===== config.mk =====
export PLATFORM = sky130hd
export DESIGN_NAME = mem_arbiter_flat
export DESIGN_NICKNAME = d
export VERILOG_FILES = /design/src/rtl/mem_arbiter_pkg.sv /design/src/rtl/mem_arbiter_if.sv /design/src/rtl/mem_arbiter_arb_pick.sv /design/src/rtl/mem_arbiter.sv /design/src/flat_wrapper.sv
export SDC_FILE = /design/constraint.sdc
export NUM_CORES = 1
export LEC_CHECK = 0
export CORE_MARGIN = 8
export CORE_UTILIZATION = 36
export CTS_CLUSTER_SIZE = 30
export DETAILED_ROUTE_END_ITERATION = 6
export MAX_ROUTING_LAYER = met4
export PLACE_DENSITY = 0.77
export SLEW_MARGIN = 10
export SYNTH_ARGS = -nofsm -noshare
export SYNTH_HDL_FRONTEND = slang
export SYNTH_SLANG_ARGS = --single-unit

===== constraint.sdc =====
create_clock -name clk -period 1.5 [get_ports clk]
set_clock_uncertainty 0.15 [all_clocks]
set_input_delay 0.3 -clock clk [delete_from_list [all_inputs] [get_ports clk]]
set_output_delay 0.3 -clock clk [all_outputs]
set_load 0.01 [all_outputs]

===== src/rtl/mem_arbiter_pkg.sv =====
// Shared types and constants for the unified-memory arbiter.
package mem_arbiter_pkg;

   typedef enum logic [1:0] {
      IDLE = 2'd0,
      BUSY = 2'd1,
      RESP = 2'd2
   } state_t;

   localparam logic [2:0] SIZE_WORD = 3'b010;

   localparam logic SEL_I = 1'b0;
   localparam logic SEL_D = 1'b1;

endpackage


===== src/rtl/mem_arbiter_if.sv =====
// Core-side fetch/data ports and memory-side command bus of the arbiter.
interface mem_arbiter_if #(
   parameter int DWIDTH = 32,
   parameter int AWIDTH = 32
);
   logic              i_req;
   logic [AWIDTH-1:0] i_addr;
   logic              i_ack;
   logic [DWIDTH-1:0] i_rdata;

   logic              d_req;
   logic              d_we;
   logic [AWIDTH-1:0] d_addr;
   logic [2:0]        d_size;
   logic [DWIDTH-1:0] d_wdata;
   logic              d_ack;
   logic [DWIDTH-1:0] d_rdata;

   logic              mem_req;
   logic              mem_we;
   logic [AWIDTH-1:0] mem_addr;
   logic [2:0]        mem_size;
   logic [DWIDTH-1:0] mem_wdata;
   logic              mem_rdy;
   logic [DWIDTH-1:0] mem_rdata;

   logic              stall;

   modport slave (
      input  i_req, i_addr, d_req, d_we, d_addr, d_size, d_wdata, mem_rdy, mem_rdata,
      output i_ack, i_rdata, d_ack, d_rdata,
      output mem_req, mem_we, mem_addr, mem_size, mem_wdata, stall
   );

   modport master (
      output i_req, i_addr, d_req, d_we, d_addr, d_size, d_wdata, mem_rdy, mem_rdata,
      input  i_ack, i_rdata, d_ack, d_rdata,
      input  mem_req, mem_we, mem_addr, mem_size, mem_wdata, stall
   );

endinterface


===== src/rtl/mem_arbiter_arb_pick.sv =====
// Winner select between fetch and data ports.
// MEM_ARB_RR_EN: ties go to the port not granted last; otherwise data always wins.
module arb_pick
   import mem_arbiter_pkg::*;
(
   input  logic i_req,
   input  logic d_req,
   input  logic last_grant,
   output logic any_req,
   output logic sel
);

`ifndef MEM_ARB_RR_EN
   logic unused_last_grant;
   assign unused_last_grant = last_grant;
`endif

   always_comb begin
      any_req = i_req | d_req;
      sel     = d_req ? SEL_D : SEL_I;
      if (i_req && d_req) begin
`ifdef MEM_ARB_RR_EN
         sel = ~last_grant;
`else
         sel = SEL_D;
`endif
      end
   end

endmodule


===== src/rtl/mem_arbiter.sv =====
// Fetch/data arbiter in front of a single-port memory: IDLE -> BUSY -> RESP.
// MEM_ARB_RR_EN builds a last-grant register and round-robin tie-breaking.
module mem_arbiter
   import mem_arbiter_pkg::*;
#(
   parameter int DWIDTH = 32,
   parameter int AWIDTH = 32
) (
   input  logic          clk,
   input  logic          rst,
   mem_arbiter_if.slave  bus
);

   state_t            state, state_n;
   logic              grant, done;
   logic              any_req, pick_sel;
   logic              sel_q, win_req, dropped;
   logic              last_grant;
   logic [AWIDTH-1:0] cmd_addr;
   logic [DWIDTH-1:0] cmd_wdata;
   logic [2:0]        cmd_size;
   logic              cmd_we;

   arb_pick u_pick (
      .i_req      (bus.i_req),
      .d_req      (bus.d_req),
      .last_grant (last_grant),
      .any_req    (any_req),
      .sel        (pick_sel)
   );

   assign cmd_addr  = (pick_sel == SEL_D) ? bus.d_addr  : bus.i_addr;
   assign cmd_wdata = (pick_sel == SEL_D) ? bus.d_wdata : '0;
   assign cmd_size  = (pick_sel == SEL_D) ? bus.d_size  : SIZE_WORD;
   assign cmd_we    = (pick_sel == SEL_D) & bus.d_we;

   assign win_req   = (sel_q == SEL_D) ? bus.d_req : bus.i_req;
   assign bus.stall = (bus.i_req & ~bus.i_ack) | (bus.d_req & ~bus.d_ack);

   always_ff @(posedge clk) begin
      if (rst) state <= IDLE;
      else     state <= state_n;
   end

   // mem_rdy is only looked at in BUSY; grants are only made in IDLE.
   always_comb begin
      state_n = state;
      grant   = 1'b0;
      done    = 1'b0;
      case (state)
         IDLE: if (any_req) begin
            state_n = BUSY;
            grant   = 1'b1;
         end
         BUSY: if (bus.mem_rdy) begin
            state_n = RESP;
            done    = 1'b1;
         end
         RESP:    state_n = IDLE;
         default: state_n = IDLE;
      endcase
   end

`ifdef MEM_ARB_RR_EN
   always_ff @(posedge clk) begin
      if (rst)        last_grant <= 1'b0;
      else if (grant) last_grant <= pick_sel;
   end
`else
   assign last_grant = SEL_D;
`endif

   always_ff @(posedge clk) begin
      if (rst) begin
         bus.mem_req   <= 1'b0;
         bus.mem_we    <= 1'b0;
         bus.mem_addr  <= '0;
         bus.mem_size  <= '0;
         bus.mem_wdata <= '0;
         bus.i_ack     <= 1'b0;
         bus.d_ack     <= 1'b0;
         bus.i_rdata   <= '0;
         bus.d_rdata   <= '0;
         sel_q         <= SEL_I;
         dropped       <= 1'b0;
      end else begin
         bus.i_ack <= 1'b0;
         bus.d_ack <= 1'b0;
         if (grant) begin
            bus.mem_req   <= 1'b1;
            bus.mem_we    <= cmd_we;
            bus.mem_addr  <= cmd_addr;
            bus.mem_size  <= cmd_size;
            bus.mem_wdata <= cmd_wdata;
            sel_q         <= pick_sel;
            dropped       <= 1'b0;
         end
         // An abandoned request still runs to completion but gets no ack.
         if (state == BUSY && !win_req) dropped <= 1'b1;
         if (done) begin
            bus.mem_req <= 1'b0;
            bus.i_ack   <= (sel_q == SEL_I) & win_req & ~dropped;
            bus.d_ack   <= (sel_q == SEL_D) & win_req & ~dropped;
            if (sel_q == SEL_I) bus.i_rdata <= bus.mem_rdata;
            else                bus.d_rdata <= bus.mem_rdata;
         end
      end
   end

endmodule


===== src/flat_wrapper.sv =====
// flat-port wrapper written by rule: the top's interface ports become plain ports
module mem_arbiter_flat import mem_arbiter_pkg::*;
#(
   parameter int DWIDTH = 32,
   parameter int AWIDTH = 32
)
  (clk, rst, bus_i_req, bus_i_addr, bus_d_req, bus_d_we, bus_d_addr, bus_d_size, bus_d_wdata, bus_mem_rdy, bus_mem_rdata, bus_i_ack, bus_i_rdata, bus_d_ack, bus_d_rdata, bus_mem_req, bus_mem_we, bus_mem_addr, bus_mem_size, bus_mem_wdata, bus_stall);
  mem_arbiter_if #(.DWIDTH(DWIDTH), .AWIDTH(AWIDTH)) bus_i ();
  input  logic clk;
  input  logic rst;
  input wire logic [$bits(bus_i.i_req)-1:0] bus_i_req;
  input wire logic [$bits(bus_i.i_addr)-1:0] bus_i_addr;
  input wire logic [$bits(bus_i.d_req)-1:0] bus_d_req;
  input wire logic [$bits(bus_i.d_we)-1:0] bus_d_we;
  input wire logic [$bits(bus_i.d_addr)-1:0] bus_d_addr;
  input wire logic [$bits(bus_i.d_size)-1:0] bus_d_size;
  input wire logic [$bits(bus_i.d_wdata)-1:0] bus_d_wdata;
  input wire logic [$bits(bus_i.mem_rdy)-1:0] bus_mem_rdy;
  input wire logic [$bits(bus_i.mem_rdata)-1:0] bus_mem_rdata;
  output wire logic [$bits(bus_i.i_ack)-1:0] bus_i_ack;
  output wire logic [$bits(bus_i.i_rdata)-1:0] bus_i_rdata;
  output wire logic [$bits(bus_i.d_ack)-1:0] bus_d_ack;
  output wire logic [$bits(bus_i.d_rdata)-1:0] bus_d_rdata;
  output wire logic [$bits(bus_i.mem_req)-1:0] bus_mem_req;
  output wire logic [$bits(bus_i.mem_we)-1:0] bus_mem_we;
  output wire logic [$bits(bus_i.mem_addr)-1:0] bus_mem_addr;
  output wire logic [$bits(bus_i.mem_size)-1:0] bus_mem_size;
  output wire logic [$bits(bus_i.mem_wdata)-1:0] bus_mem_wdata;
  output wire logic [$bits(bus_i.stall)-1:0] bus_stall;
  assign bus_i.i_req = bus_i_req;
  assign bus_i.i_addr = bus_i_addr;
  assign bus_i.d_req = bus_d_req;
  assign bus_i.d_we = bus_d_we;
  assign bus_i.d_addr = bus_d_addr;
  assign bus_i.d_size = bus_d_size;
  assign bus_i.d_wdata = bus_d_wdata;
  assign bus_i.mem_rdy = bus_mem_rdy;
  assign bus_i.mem_rdata = bus_mem_rdata;
  assign bus_i_ack = bus_i.i_ack;
  assign bus_i_rdata = bus_i.i_rdata;
  assign bus_d_ack = bus_i.d_ack;
  assign bus_d_rdata = bus_i.d_rdata;
  assign bus_mem_req = bus_i.mem_req;
  assign bus_mem_we = bus_i.mem_we;
  assign bus_mem_addr = bus_i.mem_addr;
  assign bus_mem_size = bus_i.mem_size;
  assign bus_mem_wdata = bus_i.mem_wdata;
  assign bus_stall = bus_i.stall;
  mem_arbiter #(.DWIDTH(DWIDTH), .AWIDTH(AWIDTH)) u_core (.clk(clk), .rst(rst), .bus(bus_i));
endmodule

* Word level (Yosys, flattened, before mapping) *
Index checks and enable logic that the tools add are counted.

cells by class
  reductions and logical operators = 10
  equal/unequal tests = 3
  muxes and demuxes = 15
  bitwise operators = 14

operator list
  kind                number
  $mux 32             2
  $mux 1              9
  $and 1x1->1         7
  $reduce_and 2->1    3
  $not 1->1           5
  $mux 2              2
  $pmux 2 s2          1
  $reduce_or 2->1     2
  $mux 3              1
  $eq 2x1->1 const B  1
  $logic_and 1x1->1   2
  $logic_not 2->1     1
  $ne 2x1->1 const B  1
  $ne 2x2->1 const B  1
  $or 1x1->1          2
  $reduce_bool 2->1   1
  $logic_not 1->1     1

storage, ports and cells
  output and inout bits = 136
  bits in registers = 139
  bits of input ports = 137
  logic and storage cells = 54

* Logic depth before layout (Yosys ltp) *
Gate-level depths: netlist (run 1).

  word-level depth = 5
  mapped depth = 6
  depth with buffers taken out = 3

* Modules after synthesis *
Synthesis (run 1) repeated with hierarchy kept, for this count alone.

second synthesis, totals
  cells, all modules = 585
  area, all modules = 5177.5 um2

by module, submodules not included
  module       area an instance (um2)  sequential area each (um2)  cells an instance  instances
  mem_arbiter  5167.5                  2782.7                      583                1
  arb_pick     10.0                    0.0                         2                  1

* Worst setup path before layout (run 1) *
OpenSTA, ideal clock, no wires.

  path kind = register to register
  start = reg u_core.state[1]
  end = reg u_core.bus.mem_addr[21]
  cell stages (with the launch flop) = 7
  data arrival time = 1.162 ns
  buffers on the path = 3
  setup slack = 0.053 ns
  setup time = 0.134 ns
  clock period less this slack = 1.447 ns
  data required time = 1.216 ns
  cell sequence = dfxtp_1 buf_2 or2_1 buf_4 nor2_8 buf_6 a211oi_1

on the way
  word-level cells in the longest chain between the ends = 2

RTL lines
  element                 RTL line              text
  from (decl)             mem_arbiter.sv:14     state_t state, state_n;
  from (signal assigned)  mem_arbiter.sv:42     else state <= state_n;
  $logic_not 2->1         mem_arbiter.sv:50     case (state)
  $mux 1                  mem_arbiter.sv:50
  to (signal assigned)    mem_arbiter.sv:92     bus.mem_addr <= cmd_addr;
  to (decl)               mem_arbiter_if.sv:32  output mem_req, mem_we, mem_addr, mem_size, mem_wdata, stall

Every way passes these cells.
A chain may end at the register's enable or synchronous reset.

* Final worst setup path (run 1) *
  start = reg u_core.bus.i_ack
  end = out bus_stall

on the way
  word-level cells in the longest chain between the ends = 3

RTL lines
  element                 RTL line              text
  from (decl)             mem_arbiter_if.sv:31  output i_ack, i_rdata, d_ack, d_rdata,
  from (signal assigned)  mem_arbiter.sv:102    bus.i_ack <= (sel_q == SEL_I) & win_req & ~dropped;
  $not 1->1               mem_arbiter.sv:38     assign bus.stall = (bus.i_req & ~bus.i_ack) | (bus.d_req & ~bus.d_ack);
  $and 1x1->1             mem_arbiter.sv:38
  $or 1x1->1              mem_arbiter.sv:38
  to (decl)               flat_wrapper.sv:29    output wire logic [$bits(bus_i.stall)-1:0] bus_stall;

Every way passes these cells.

==> results of run 1 <==
-- layout make-up --
class,instances,share of cell area
clock inverter,12,0.0199
tap,184,0.0265
sequential,139,0.321
clock buffer,20,0.0503
timing repair buffer,297,0.322
inverter,3,0.00130
multi-input combinational,422,0.259
-- synth_stat cells, drive strengths merged (2+ instances only) --
cell type	count
or2	2
o21ai	36
clkbuf	21
buf	35
nand2b	2
nand2	167
a21oi	133
nor2	4
inv	3
mux2i	32
nor4	2
a211oi	32
dfxtp	139
-- where the power goes --
part           leakage, nW  switching (mW)  internal [mW]  total, mW
Clock                0.294            1.56           2.77       4.33
Combinational         2.03           0.787          0.841       1.63
Sequential            1.14           0.119           3.92       4.04
Total                 3.46            2.46           7.53       9.99
-- path summary, 6_finish.rpt --
path                                          to  slack [ps]                    startpoint  depth (start not counted)
max reg2reg  u_core.bus.mem_size[2]$_SDFFE_PP0P_          90  u_core.state[1]$_SDFFE_PP0P_                          5
min reg2reg          u_core.bus.i_ack$_SDFF_PP0_         290   u_core.dropped$_SDFFE_PP0P_                          1
max                                    bus_stall         0.4   u_core.bus.i_ack$_SDFF_PP0_                          2
min                 u_core.state[1]$_SDFFE_PP0P_         140                           rst                          2
-- cells by family after synthesis --
family	share of synthesized area
AO/OA/AOI/OAI	0.211
AND/OR/NAND/NOR	0.147
flip-flops	0.524
buffers and inverters	0.0584
multiplexers	0.0603
-- sequential cells by signal (all words and copies together), names as in the netlist --
name / cells
u_core.bus.d_ack: 1
u_core.bus.d_rdata: 32
u_core.bus.i_ack: 1
u_core.bus.i_rdata: 32
u_core.bus.mem_addr: 32
u_core.bus.mem_req: 1
u_core.bus.mem_size: 3
u_core.bus.mem_wdata: 32
u_core.bus.mem_we: 1
u_core.dropped: 1
u_core.sel_q: 1
u_core.state: 2
-- per-stage QoR --
step	hold WS, ps	power [mW]	setup TNS [ps]	instances	utilization
6_report	139	9.99	0	1077	0.600
5_1_grt	143	10.4	-49.4	1077	0.600
4_1_cts	120	10.1	-47.0	1076	0.611
3_5_place_dp	287	5.87	-38130	1043	0.573
3_3_place_gp	285	5.85	-34850	1043	0.573
2_1_floorplan	271	4.84	0	619	-
-- what timing repair did --
action | in CTS | in global routing
gates resized for setup | 226 | 121
pin swaps | 2 | 2
endpoints found under the setup margin | 207 | 165
gates cloned | 1 | 0
buffers inserted | 0 | 1
endpoints found under the hold margin | 0 | 0
-- layer usage --
layer  GRT usage  share of wire  wire, µm
met1       0.223           0.42      7540
met2       0.308           0.48      8700
met3      0.0605          0.085      1540
met4      0.0821          0.020       362
met5           -              0         0
==> impl_summary.log, run 1 <==
[metrics] minimum clock period after layout: 1500 ps
[metrics] final count of hold timing violations: 0
[metrics] Max-Cap Viols: 0
[metrics] post-synthesis sequential area ratio: 0.524
[metrics] residual antenna-violating net count after detailed routing: 0
[metrics] Slowest Stage Delay on Critical Path: 360 ps
[metrics] Yosys Warn Count: 0
[metrics] clock buffer count from CTS: 17
[metrics] Filler cells: 1305
[metrics] Chip Width: 137 µm
[metrics] quantity of hold-fixing buffers added after cts: 0
[metrics] Worst Max-Slew Pin Slew: 368 ps
[metrics] critical path launch point type: flop
[metrics] fraction of final layout cells sized beyond drive strength 1: 0.148
[metrics] Vias: 5242
[metrics] slack of the critical path: 0.396 ps
[metrics] Final Net Count: 1017
[metrics] Cells after Synth: 619
[metrics] area leader, netlist: dfxtp_1
[metrics] CTS tree: done
[metrics] die outline height: 137 µm
[metrics] number of DRC markers in iteration 0: 211
[metrics] fraction of the cycle the final worst path needs: 1.00
[metrics] Peak supply drop: 797 µV
[metrics] Sinks on Clock Net: 139
[metrics] Diodes inserted: 0
[metrics] global placement routability congestion: 0.780
[metrics] clock slew at the register clock pins of the worst setup and hold paths: 60 ps
[metrics] top achievable clock speed: 667 MHz
[metrics] FF/Latch Area: 0.00279 mm²
[metrics] 1st-pass router iterations: 5
[metrics] drt via density: 4.87
[metrics] overflow left after global routing: 0
[metrics] clock latency on the worst-skew pair: 420 ps
[metrics] placed cell area: 0.00830 mm²
[metrics] EDFF count, synth: 0
[metrics] pwr/cell area: 1150 mW/mm²
[metrics] most common library cell in the layout ignoring fill and taps: nand2_1
[metrics] DRC Markers: 0
[metrics] Setup CP Type: flop to output pin
[metrics] Crit-path slowest cell: dfxtp_4
[metrics] Area growth, synth to finish: 63.5%
[metrics] number of distinct library cell variants in the gate-level netlist after synthesis: 30
[metrics] portion of synthesized cell area occupied by the leading cell type: 0.524
[metrics] list of cells traversed by the critical path: o22ai_2, buf_2
[metrics] DP Worst Slack: -491 ps
[metrics] largest fanout on the critical path: 2
[metrics] unrepaired setup endpoints after global routing: true
[metrics] Max Buffers Root-to-Sink: 2
[metrics] full die area: 0.0189 mm²
[metrics] global-route usage over all layers: 0.194
[metrics] biggest area contributors in the synthesized netlist: dfxtp_1, a21oi_1, nand2_1
[metrics] vias in the first global route: 5220
[metrics] largest net degree at the start of global routing: 37
[metrics] cell family with the largest share of critical-path delay: flip-flops
[metrics] count of port buffers added during placement: 272
[metrics] area of the core region: 0.0145 mm²
[metrics] arrival time worst endpoint: 1050 ps
[metrics] Async S/R FF share, synth: 0
[metrics] Post-Synthesis Net Count: 756
[metrics] total detailed-routing wirelength: 18.1 mm
[metrics] Leak: 3.46 nW
[metrics] H-tree lvl count: 4
[metrics] CP Data Required Time: 1050 ps
[metrics] buffers and inverters on the worst path: 1
[metrics] status: finished clean
[metrics] WL/cell: 16.8 µm
[metrics] FF+latch count, synth: 139
[metrics] estimated wirelength of the detail-placed design: 13.1 mm
[metrics] initial antenna violation count: 0
[metrics] max-slew violations: 0
[metrics] Post-Layout Inst Area: 0.00868 mm²
[metrics] Post-Synthesis Mean Instance Area: 8.58 µm²
[metrics] starting density of the core: 0.367
[metrics] number of cell rows: 44
[metrics] buffer cell driving the clock tree root: clkbuf_16
[metrics] Setup crit end kind: output pin
[metrics] most frequently used flop master after synthesis: dfxtp_1
[metrics] synthesized area: 0.00531 mm²
[metrics] first-pass GRT wire length: 27.5 mm
[metrics] Max-Slew Margin vs Limit: 0.754
[metrics] commonest cells after routing, fill and taps aside: nand2_1, dfxtp_1, a21oi_1, clkdlybuf4s50_1, clkdlybuf4s15_1
[metrics] classification of the worst-slack hold path: input pin to flop
[metrics] final setup fails: 0
[metrics] count of pins on the block boundary: 273
[metrics] total area of multi-input combinational cells: 0.00225 mm²
No activity file was read; power rests on OpenSTA's default activity.
==> inputs of run 2 (changes only) <==
--- a/config.mk
+++ b/config.mk
@@ -5,12 +5,12 @@
 export SDC_FILE = /design/constraint.sdc
 export NUM_CORES = 1
 export LEC_CHECK = 0
+export ABC_AREA = 0
 export CORE_MARGIN = 8
-export CORE_UTILIZATION = 36
+export CORE_UTILIZATION = 28
 export CTS_CLUSTER_SIZE = 30
 export DETAILED_ROUTE_END_ITERATION = 6
 export MAX_ROUTING_LAYER = met4
-export PLACE_DENSITY = 0.77
 export SLEW_MARGIN = 10
 export SYNTH_ARGS = -nofsm -noshare
 export SYNTH_HDL_FRONTEND = slang
==> impl_summary.log, run 2 (synthesis gave the netlist of run 1 again) <==
[metrics] Final Net Count: 1028
[metrics] final setup fails: 0
[metrics] estimated wirelength of the detail-placed design: 13.7 mm
[metrics] total detailed-routing wirelength: 19.8 mm
[metrics] power share of the combinational group: 0.162
[metrics] minimum clock period after layout: 1490 ps
[metrics] fraction of the cycle the final worst path needs: 0.992
[metrics] worst-case register-to-register setup slack: 10 ps
[metrics] count of port buffers added during placement: 272
[metrics] overflow left after global routing: 0
[metrics] Max-Cap Viols: 0
[metrics] global routing met3 resource utilization: 0.0558
[metrics] internal power contribution: 7.82 mW
[metrics] area of the core region: 0.0186 mm²
[metrics] fraction of final layout cells sized beyond drive strength 1: 0.176
[metrics] Worst Max-Slew Pin Slew: 297 ps
[metrics] buffer cell driving the clock tree root: clkbuf_16
[metrics] Leak: 3.52 nW
[metrics] CTS tree: done
[metrics] DP Worst Slack: -547 ps
[metrics] largest fanout on the critical path: 16
[metrics] vias in the first global route: 5489
[metrics] H-tree lvl count: 4
[metrics] met2 routing resource usage after global routing: 0.264
[metrics] Vias: 5283
[metrics] global placement routability congestion: 0.763
[metrics] largest net degree at the start of global routing: 42
[metrics] Global Route met1 Usage: 0.195
[metrics] status: finished clean
[metrics] initial antenna violation count: 1
[metrics] drt via density: 4.64
[metrics] commonest cells after routing, fill and taps aside: nand2_1, dfxtp_1, clkdlybuf4s50_1, a21oi_1, clkdlybuf4s15_1
[metrics] DRC Markers: 0
[metrics] sequential share of power: 0.389
[metrics] clock slew at the register clock pins of the worst setup and hold paths: 60 ps
[metrics] 1st-pass router iterations: 4
[metrics] count of pins on the block boundary: 273
[metrics] CP Data Required Time: 1690 ps
[metrics] unrepaired setup endpoints after global routing: true
[metrics] full die area: 0.0236 mm²
[metrics] top achievable clock speed: 672 MHz
[metrics] slack of the critical path: 11.4 ps
[metrics] WL/cell: 17.4 µm
[metrics] Clock power frac: 0.448
[metrics] number of cell rows: 50
[metrics] clock buffer count from CTS: 17
[metrics] Setup crit end kind: flop
[metrics] Max-Slew Margin vs Limit: 0.802
[metrics] starting density of the core: 0.285
[metrics] Switching Share: 0.245
[metrics] net switching component of the power: 2.54 mW
[metrics] classification of the worst-slack hold path: input pin to flop
[metrics] quantity of hold-fixing buffers added after cts: 0
[metrics] most common library cell in the layout ignoring fill and taps: nand2_1
[metrics] Chip Width: 154 µm
[metrics] Max Buffers Root-to-Sink: 2
[metrics] clock latency on the worst-skew pair: 410 ps
[metrics] residual antenna-violating net count after detailed routing: 0
[metrics] final count of hold timing violations: 0
[metrics] Post-Layout Inst Area: 0.00890 mm²
[metrics] Sinks on Clock Net: 139
[metrics] critical path launch point type: flop
[metrics] global-route usage over all layers: 0.168
[metrics] die outline height: 154 µm
[metrics] Area growth, synth to finish: 67.6%
[metrics] busiest layer in global routing: met2
[metrics] arrival time worst endpoint: 1680 ps
[metrics] Setup CP Type: flop to flop
[metrics] Peak supply drop: 712 µV
[metrics] first-pass GRT wire length: 30.5 mm
[metrics] number of DRC markers in iteration 0: 161
[metrics] max-slew violations: 0
[metrics] pwr/cell area: 1160 mW/mm²
[metrics] placed cell area: 0.00840 mm²
run 2: cell types whose count changed in the layout (fill, tap and decap cells not counted), sizes merged:
cell / change
clkdlybuf4s15: -1
dlygate4sd2: -6
bufinv: +1
clkbuf: +10
diode: +1
buf: +8
clkinv: -1
run 2: per-stage QoR:
| stage | utilization | TNS, ps | instances | hold WS (ps) | power, mW |
|---|---|---|---|---|---|
| after global routing | 0.478 | -220 | 1139 | 100 | 10.9 |
| after detailed placement | 0.450 | -38530 | 1099 | 296 | 5.91 |
| after global placement | 0.450 | -36250 | 1099 | 288 | 5.90 |
| after floorplan | - | 0 | 619 | 271 | 4.84 |
| final | 0.478 | 0 | 1139 | 98.1 | 10.4 |
| after CTS | 0.483 | -41.4 | 1134 | 72.9 | 10.5 |
run 2: path summary, 6_finish.rpt:
path | from | end | depth (start not counted)
setup reg to reg | u_core.state[1]$_SDFFE_PP0P_ | u_core.bus.d_rdata[12]$_SDFFE_PP0P_ | 5
hold / removal | rst | u_core.state[1]$_SDFFE_PP0P_ | 2
hold reg to reg | u_core.bus.d_rdata[17]$_SDFFE_PP0P_ | u_core.bus.d_rdata[17]$_SDFFE_PP0P_ | 2
setup / recovery | u_core.state[1]$_SDFFE_PP0P_ | u_core.bus.d_rdata[12]$_SDFFE_PP0P_ | 5
run 2: layout make-up:
class,count,area (µm²)
antenna,1,2.50
clock buffer,20,457
clock inverter,12,194
fill,1869,9740
inverter,3,11.3
multi-input combinational,422,2270
sequential,139,2790
tap,234,293
timing repair buffer,308,2890
run 2: per-layer routing:
metal  share of wire  routed length [µm]
met2            0.47                9320
met4           0.021                 423
met5               0                   0
met1            0.45                8880
met3           0.061                1210
run 2: power by group through the flow:
stage                     Combinational [mW]  Clock (mW)  Sequential (mW)
final                                   1.68        4.64             4.03
after global routing                    1.84        4.96             4.06
after CTS                               1.72        4.77             4.03
after detailed placement                1.80           0             4.11
after global placement                  1.80           0             4.10
after floorplan                        0.640           0             4.20
run 2: critical path, cell delays in order, from the launching register on:
cell       delay (ps)
dfxtp_2           320
buf_6             130
and4b_4           410
clkbuf_16         210
nand2_1            70
a21oi_1           120
run 2: what timing repair did:
action	4_1_cts	5_1_grt
setup buffers	2	0
cloned	1	4
hold endpoints to repair	0	0
gates resized for setup	231	135
setup endpoints to repair	169	149
pin swaps	3	3
